`config.mk`:
```
export PLATFORM = sky130hd
export DESIGN_NAME = hpu_clint_mh
export DESIGN_NICKNAME = d
export VERILOG_FILES = /design/src/rtl/hpu_clint_mh.sv
export SDC_FILE = /design/constraint.sdc
export NUM_CORES = 1
export LEC_CHECK = 0
export CAP_MARGIN = 15
export CORE_MARGIN = 10
export CORE_UTILIZATION = 46
export CTS_BUF_LIST = sky130_fd_sc_hd__clkbuf_8
export DETAILED_ROUTE_END_ITERATION = 6
export PLACE_DENSITY = 0.65
export SLEW_MARGIN = 20
export SYNTH_ARGS = -nofsm -noshare
export SYNTH_HDL_FRONTEND = slang
export SYNTH_SLANG_ARGS = --single-unit
```
`constraint.sdc`:
```
create_clock -name clk_i -period 4.79 [get_ports clk_i]
set_clock_uncertainty 0.1 [all_clocks]
set_input_delay 0.479 -clock clk_i [delete_from_list [all_inputs] [get_ports clk_i]]
set_output_delay 0.479 -clock clk_i [all_outputs]
set_load 0.005 [all_outputs]
```
`src/rtl/hpu_clint_mh.sv`:
```
// Multi-hart core-local interruptor: one shared prescaled mtime, per-hart mtimecmp/msip,
// and a 2-cycle register read path.
module hpu_clint_mh #(
    parameter int                  HART_NUM  = 4,
    parameter int                  DATA_WTH  = 32,
    parameter int                  ADDR_WTH  = 32,
    parameter logic [ADDR_WTH-1:0] BASE_ADDR = ADDR_WTH'('h0200_0000)
) (
    input  logic                  clk_i,
    input  logic                  rst_i,
    input  logic                  clk_rtc_i,
    input  logic                  wr_en_i,
    input  logic [ADDR_WTH-1:0]   waddr_i,
    input  logic [DATA_WTH-1:0]   wdata_i,
    input  logic [DATA_WTH/8-1:0] wstrb_i,
    input  logic                  rd_en_i,
    input  logic [ADDR_WTH-1:0]   raddr_i,
    output logic [DATA_WTH-1:0]   rdata_o,
    output logic                  rvalid_o,
    output logic [HART_NUM-1:0]   mtip_o,
    output logic [HART_NUM-1:0]   msip_o,
    output logic [63:0]           mtime_o
);

    localparam int STRB_WTH = DATA_WTH / 8;
    localparam int HART_W   = (HART_NUM > 1) ? $clog2(HART_NUM) : 1;

    typedef enum logic [2:0] {
        SEL_NONE,
        SEL_MSIP,
        SEL_CMP,
        SEL_CTRL,
        SEL_MTIME
    } sel_kind_e;

    typedef struct packed {
        sel_kind_e         kind;
        logic [HART_W-1:0] hart;
        logic              hi;
    } reg_sel_t;

    // Misaligned offsets and harts beyond HART_NUM decode to SEL_NONE.
    function automatic reg_sel_t decode(input logic [ADDR_WTH-1:0] addr);
        reg_sel_t            sel;
        logic [ADDR_WTH-1:0] off;
        sel.kind = SEL_NONE;
        sel.hart = '0;
        sel.hi   = 1'b0;
        off      = addr - BASE_ADDR;
        if (off[1:0] == 2'b00) begin
            if (off < ADDR_WTH'(4 * HART_NUM)) begin
                sel.kind = SEL_MSIP;
                sel.hart = off[HART_W+1:2];
            end else if (off >= ADDR_WTH'('h4000) &&
                         off <  ADDR_WTH'('h4000 + 8 * HART_NUM)) begin
                sel.kind = SEL_CMP;
                sel.hart = off[HART_W+2:3];
                sel.hi   = off[2];
            end else if (off == ADDR_WTH'('hBFF0)) begin
                sel.kind = SEL_CTRL;
            end else if (off == ADDR_WTH'('hBFF8)) begin
                sel.kind = SEL_MTIME;
            end else if (off == ADDR_WTH'('hBFFC)) begin
                sel.kind = SEL_MTIME;
                sel.hi   = 1'b1;
            end
        end
        return sel;
    endfunction

    function automatic logic [DATA_WTH-1:0] merge_bytes(
        input logic [DATA_WTH-1:0] old_word,
        input logic [DATA_WTH-1:0] new_word,
        input logic [STRB_WTH-1:0] strb
    );
        logic [DATA_WTH-1:0] res;
        res = old_word;
        for (int b = 0; b < STRB_WTH; b++) begin
            if (strb[b]) res[8*b +: 8] = new_word[8*b +: 8];
        end
        return res;
    endfunction

    logic [63:0]         mtime;
    logic [63:0]         mtimecmp [HART_NUM];
    logic [HART_NUM-1:0] msip;
    logic                ctrl_en;
    logic [7:0]          ctrl_presc;
    logic [7:0]          presc_cnt;
    logic [2:0]          rtc_sync;
    logic                rtc_edge;
    logic                tick;
    reg_sel_t            wsel;
    reg_sel_t            rsel;
    logic                wr_ctrl;
    logic                wr_mtime;
    logic [DATA_WTH-1:0] rd_word;
    logic [DATA_WTH-1:0] rd_data_q;
    logic                rd_vld_q;

    assign wsel     = decode(waddr_i);
    assign rsel     = decode(raddr_i);
    assign wr_ctrl  = wr_en_i && (wsel.kind == SEL_CTRL);
    assign wr_mtime = wr_en_i && (wsel.kind == SEL_MTIME);
    assign rtc_edge = rtc_sync[1] & ~rtc_sync[2];
    assign tick     = rtc_edge && ctrl_en && (presc_cnt == ctrl_presc);
    assign mtime_o  = mtime;

    always_ff @(posedge clk_i or negedge rst_i) begin
        if (!rst_i) begin
            rtc_sync <= '0;
        end else begin
            rtc_sync <= {rtc_sync[1:0], clk_rtc_i};
        end
    end

    always_ff @(posedge clk_i or negedge rst_i) begin
        if (!rst_i) begin
            ctrl_en    <= 1'b1;
            ctrl_presc <= '0;
            presc_cnt  <= '0;
        end else begin
            if (wr_ctrl) begin
                if (wstrb_i[0]) ctrl_en    <= wdata_i[0];
                if (wstrb_i[1]) ctrl_presc <= wdata_i[15:8];
                presc_cnt <= '0;
            end else if (rtc_edge && ctrl_en) begin
                presc_cnt <= tick ? 8'd0 : presc_cnt + 8'd1;
            end
        end
    end

    // A bus write to either half wins over a same-cycle tick and suppresses the whole increment.
    always_ff @(posedge clk_i or negedge rst_i) begin
        if (!rst_i) begin
            mtime <= '0;
        end else if (wr_mtime) begin
            if (wsel.hi) mtime[63:32] <= merge_bytes(mtime[63:32], wdata_i, wstrb_i);
            else         mtime[31:0]  <= merge_bytes(mtime[31:0],  wdata_i, wstrb_i);
        end else if (tick) begin
            mtime <= mtime + 64'd1;
        end
    end

    always_ff @(posedge clk_i or negedge rst_i) begin
        if (!rst_i) begin
            for (int h = 0; h < HART_NUM; h++) mtimecmp[h] <= '1;
            msip <= '0;
        end else if (wr_en_i) begin
            if (wsel.kind == SEL_CMP) begin
                if (wsel.hi)
                    mtimecmp[wsel.hart][63:32] <= merge_bytes(mtimecmp[wsel.hart][63:32], wdata_i, wstrb_i);
                else
                    mtimecmp[wsel.hart][31:0]  <= merge_bytes(mtimecmp[wsel.hart][31:0], wdata_i, wstrb_i);
            end else if (wsel.kind == SEL_MSIP && wstrb_i[0]) begin
                msip[wsel.hart] <= wdata_i[0];
            end
        end
    end

    always_comb begin
        rd_word = '0;
        case (rsel.kind)
            SEL_MSIP:  rd_word = {{(DATA_WTH-1){1'b0}}, msip[rsel.hart]};
            SEL_CMP:   rd_word = rsel.hi ? mtimecmp[rsel.hart][63:32] : mtimecmp[rsel.hart][31:0];
            SEL_CTRL:  rd_word = {16'h0, ctrl_presc, 7'h0, ctrl_en};
            SEL_MTIME: rd_word = rsel.hi ? mtime[63:32] : mtime[31:0];
            default:   rd_word = '0;
        endcase
    end

    // Data is captured in the request cycle so a colliding write is not visible to the read.
    always_ff @(posedge clk_i or negedge rst_i) begin
        if (!rst_i) begin
            rd_vld_q  <= 1'b0;
            rd_data_q <= '0;
            rvalid_o  <= 1'b0;
            rdata_o   <= '0;
        end else begin
            rd_vld_q  <= rd_en_i;
            rd_data_q <= rd_en_i ? rd_word : '0;
            rvalid_o  <= rd_vld_q;
            rdata_o   <= rd_vld_q ? rd_data_q : '0;
        end
    end

    always_ff @(posedge clk_i or negedge rst_i) begin
        if (!rst_i) begin
            mtip_o <= '0;
            msip_o <= '0;
        end else begin
            for (int h = 0; h < HART_NUM; h++) mtip_o[h] <= (mtime >= mtimecmp[h]);
            msip_o <= msip;
        end
    end

endmodule

```
==> Word level (Yosys, flattened, before mapping) <==
Index checks and enable logic that the tools add are counted.
W data, S select, Z words.
{ "classes": {"addsub": 4, "magnitude_cmp": 16, "n_eq_ne": 21, "n_mux": 90, "bitwise": 5, "reduce_logical": 25} }
{ "ops": {"columns": ["operator", "count"], "rows": [
  ["$bwmux W256", 2],
  ["$mux W64", 7],
  ["$mux W8", 39],
  ["$bmux W64 S2", 2],
  ["$demux W64 S2", 2],
  ["$ge A64 B64 Y1", 4],
  ["$mux W256", 1],
  ["$mux W32", 7],
  ["$eq A32 B16 Y1 const B", 6],
  ["$pmux W32 S4", 1],
  ["$add A64 B1 Y64 const B", 1],
  ["$ge A32 B15 Y1 const B", 2],
  ["$lt A32 B15 Y1 const B", 2],
  ["$lt A32 B5 Y1 const B", 2],
  ["$sub A32 B26 Y32 const B", 2],
  ["$reduce_and A3 Y1", 9],
  ["$mux W3", 8],
  ["$eq A3 B2 Y1 const B", 4],
  ["$mux W1", 12],
  ["$mux W6", 2],
  ["$ne A2 B2 Y1 const B", 6],
  ["$mux W5", 2],
  ["$logic_and A1 B1 Y1", 9],
  ["$add A8 B1 Y8 const B", 1],
  ["17 further kinds", 28]
]} }
{ "totals": {"ff_bits": 418, "input_bits": 105, "output_inout_bits": 105, "elab_cells": 184} }

==> Longest topological paths before layout <==
{ "logic_depth": {"depth_word": 18, "mapped_depth": 14, "depth_no_buf": 10} }

==> Worst setup path after synthesis <==
OpenSTA, ideal clock, no wires.
{ "synth_path": {"kind": "in2reg", "start": "input port raddr_i[25]", "end": "register rd_data_q[10]", "setup_time_ns": 0.122, "arrival_ns": 2.458, "t_required_ns": 4.568, "setup_slack_ns": 2.110, "cell_stages": 11, "n_path_buf": 3, "path_cell_list": "inv_1 > ha_1 > nor4b_1 > nand2_1 > nor3_1 > clkbuf_1 > and4_1 > clkbuf_1 > clkbuf_1 > a32oi_1 > a32o_1"} }
{ "synth_between": {"elab_chain_len": 13, "elab_cells_between_ends": 32, "classes_between": "1 x add/sub; 3 x order compare; 7 x eq/ne; 19 x mux; 1 x bitwise; 1 x reduce/logical"} }
{ "synth_rtl": {"columns": ["item", "line", "text"], "rows": [
  ["from (decl)", "17", "input logic [ADDR_WTH-1:0] raddr_i,"],
  ["$sub A32 B26 Y32 *", "49", "off = addr - BASE_ADDR;"],
  ["$ge A32 B15 Y1 or $lt A32 B15 Y1 (tied branches)", "54, 55", null],
  ["$logic_and A1 B1 Y1", "54", "end else if (off >= ADDR_WTH'('h4000) &&"],
  ["$mux W2", "54", null],
  ["$mux W5", "51", "if (off < ADDR_WTH'(4 * HART_NUM)) begin"],
  ["$mux W6 *", "50", "if (off[1:0] == 2'b00) begin"],
  ["$not A2 Y3 (not written as such)", "165", "SEL_CMP: rd_word = rsel.hi ? mtimecmp[rsel.hart][63:32] : mtimecmp[rsel.hart][31:0];"],
  ["$bmux W64 S2", "165", null],
  ["$mux W64 (not written as such) (2 in series)", "165", null],
  ["$mux W32", "165", null],
  ["$pmux W32 S4 *", "163", "case (rsel.kind)"],
  ["$mux W32 *", "181", "rd_data_q <= rd_en_i ? rd_word : '0;"],
  ["to (signal assigned)", "181", null],
  ["to (decl)", "98", "logic [DATA_WTH-1:0] rd_data_q;"]
]} }
Every way passes the cells marked *; elsewhere a longest branch is shown, timed or not. The select of a mux whose other input is x is not followed.
A chain may end at the register's enable or synchronous reset.

==> Worst setup path in the final report <==
{ "layout_path": {"start": "register mtime[0] (netlist: mtime_o[0])", "end": "register mtip_o[0]"} }
{ "layout_between": {"elab_chain_len": 1} }
{ "layout_rtl": {"columns": ["item", "line", "text"], "rows": [
  ["from (decl)", "84", "logic [63:0] mtime;"],
  ["from (signal assigned)", "139", "else mtime[31:0] <= merge_bytes(mtime[31:0], wdata_i, wstrb_i);"],
  ["from (signal assigned)", "141", "mtime <= mtime + 64'd1;"],
  ["$ge A64 B64 Y1", "192", "for (int h = 0; h < HART_NUM; h++) mtip_o[h] <= (mtime >= mtimecmp[h]);"],
  ["to (signal assigned)", "189", "mtip_o <= '0;"],
  ["to (decl)", "20", "output logic [HART_NUM-1:0] mtip_o,"]
]} }
Every way passes these cells.

==> impl_metrics.json <==
{
  "synth_compound_area_share_pct": 22.2,
  "nNetsFinal": 3798,
  "grt_setup_unrepaired": "no",
  "syn-cell-area_sq_um": 27700,
  "cts_max_path_buffers": 3,
  "synth_edf_count": 0,
  "fin_crit_sh_pct": 79.3,
  "row_count": 89,
  "dp_hpwl_um": 80400,
  "postCtsSetupRepairBufs": 0,
  "drive_above_1_share_pct": 14.4,
  "drc": 0,
  "grt_pass1_wl_um": 166000,
  "placed_cell_area_sq_um": 30700,
  "finalSetupViolCount": 0,
  "io_pins": 210,
  "synthAdderAreaFrac_pct": 11.7,
  "place_inst": 4127,
  "multiInputGateArea_sq_um": 15100,
  "regArea_sq_um": 10800,
  "ant_nets": 0,
  "synth_flop_cell": "dfstp_2",
  "worstPathRequired_ns": 5.25,
  "synth_warnings": 0,
  "worstSetupStartpointType": "flop",
  "total_power_mw": 7.54,
  "final_common_cell": "a21oi_1",
  "core_sq_um": 59400,
  "clock_sinks": 418,
  "final_cells": 4267,
  "htree_levels": 3,
  "synth.distinct_cells": 71,
  "root_buffer": "clkbuf_8",
  "vias": 27072,
  "fmax_mhz": 263,
  "drt-initial-drc-count": 3097,
  "hp-class": "in -> reg",
  "fillerInstances": 5392,
  "overflow": 0,
  "finalHoldViolCount": 0,
  "initial_core_util_pct": 46.7,
  "timing.final.max_slew_violations": 0,
  "synth_mux_area_share_pct": 3.06,
  "antenna_found_initial": 3,
  "cts_buffers": 76,
  "dieWidth_um": 265,
  "wl_per_cell_um": 26.0,
  "pwr_density_cell_nw_per_um2": 233,
  "leakagePower_nw": 12.7,
  "end_kind": "flop",
  "worst-setup-path-type": "reg -> reg",
  "clock_latency_ns": 0.69,
  "syn2layout_area_growth_pct": 16.5,
  "worst_slack_ns": 0.990,
  "gp_congestion": 1.01,
  "fin_crit_ns": 3.80,
  "syn-num-nets": 3634,
  "syn_area_per_cell_sq_um": 8.48,
  "path_max_fanout": 6,
  "synth_top_family_by_area": "compound AO/OA/AOI/OAI gates",
  "fin_setup_tns_ns": 0,
  "fin_area_sq_um": 32300,
  "via_per_inst": 6.34,
  "pre_cts_slack_ns": 0.795,
  "grt_pass1_vias": 26435,
  "status": "completed",
  "ys_seq_elements": 418,
  "worst_pin_slew_ns": 1.08,
  "firstDrtPassIters": 7,
  "final_cell_mix": "488 x a21oi_1, 347 x nor2_1, 300 x inv_1, 276 x nand2_1, 260 x ha_1",
  "grt_usage_pct": 30.8,
  "cts_tree": "yes",
  "final_util_pct": 54.4,
  "routed_wl_um": 111000,
  "maxCapViolCount": 0,
  "seq_area_frac_synth_pct": 38.9,
  "yosys.area_share.simple_pct": 16.8,
  "io_buffers": 209,
  "synthArstFlopShare_pct": 100,
  "synth_xor_xnor_area_share_pct": 0.506,
  "syn_inst": 3269,
  "die-area_sq_um": 70500,
  "whs_ns": 0.182,
  "grt_max_degree": 150,
  "arrival_ns": 4.26,
  "slew_headroom_pct": 27.5,
  "ir_drop_uv": 169,
  "clk_pin_slew_worst_paths_ns": 0.06,
  "die_h_um": 265
}
-- final timing paths --
check | slack (ns) | cells after the start | end | from
setup reg to reg | 0.99 | 10 | mtip_o[0] | mtime_o[0]
hold / removal | 0.18 | 1 | rtc_sync[0] | clk_rtc_i
setup / recovery | 0.99 | 10 | mtip_o[0] | mtime_o[0]
hold reg to reg | 0.28 | 0 | rtc_sync[1] | rtc_sync[0]
min in group asynchronous | 0.24 | 2 | msip[2] | rst_i
max in group asynchronous | 3.23 | 3 | mtip_o[1] | rst_i
-- logic make-up after synthesis --
group,after synthesis
buffers and inverters,463
adder cells (fa/ha/maj),260
flip-flops,418
AND/OR/NAND/NOR,1000
XOR/XNOR,16
AO/OA/AOI/OAI,1029
multiplexers,83
-- per-layer routing --
layer / vias to the layer above / track usage, % / wire, um
met3: 277 / 9.40 / 14100
met1: 13048 / 40.9 / 45100
met5: - / 0 / 23
li1: 12104 / - / -
met2: 1639 / 45.7 / 47300
met4: 4 / 13.3 / 4550
-- sequential cells by signal, indices dropped and copies added, names as in the netlist --
signal,cells
mtimecmp,256
mtime_o,64
rd_data_q,32
rdata_o,32
ctrl_presc,8
presc_cnt,8
msip,4
msip_o,4
mtip_o,4
rtc_sync,3
ctrl_en,1
rd_vld_q,1
rvalid_o,1
-- timing repair --
action	CTS	global route
gates resized for setup	0	0
hold buffers	1	0
endpoints found under the hold margin	49	0
-- synthesized netlist by cell type, drive strengths merged, types with 7 or more instances --
cell / n / area [sq um]
a2111oi: 9 / 78.8
nor3: 93 / 518
a21oi: 498 / 2530
o22a: 13 / 114
o21ai: 128 / 641
ha: 260 / 3250
nand3: 66 / 345
and4: 11 / 98.8
a32oi: 33 / 289
mux2i: 70 / 701
dfstp: 257 / 6750
mux2: 13 / 146
xor2: 10 / 87.6
nor2: 358 / 1370
buf: 76 / 414
a41o: 7 / 70.1
nor4: 16 / 100
and3: 17 / 106
o211ai: 61 / 458
nand2: 278 / 1040
inv: 274 / 1030
a31oi: 19 / 119
and2: 41 / 257
nand4: 81 / 556
a21o: 41 / 308
clkbuf: 113 / 427
a32o: 8 / 80.1
o22ai: 145 / 913
o21a: 8 / 60.1
a211oi: 13 / 97.6
nand2b: 13 / 81.3
dfrtp: 161 / 4030
-- layout make-up --
cell class	count	area share, %
Antenna cell	1	0.00775
Clock buffer	90	3.83
Clock inverter	48	1.15
Inverter	274	3.18
Multi-Input combinational cell	2388	46.9
Sequential cell	418	33.4
Tap cell	773	2.99
Timing Repair Buffer	275	8.58
-- critical path: stages, from the launching register on --
cell	delay, ns
dfrtp_1	0.57
inv_1	0.19
ha_1	0.31
nand2b_1	0.17
a211oi_1	0.09
o21ai_0	0.37
a31oi_1	0.28
o41ai_1	0.54
a21oi_1	0.31
or3_1	0.44
a31oi_1	0.31
-- power by group --
part	internal (mW)	switching, mW
Sequential	3.55	0.00497
Clock	2.03	1.63
Combinational	0.112	0.221
(Power assumes the default switching activity.)
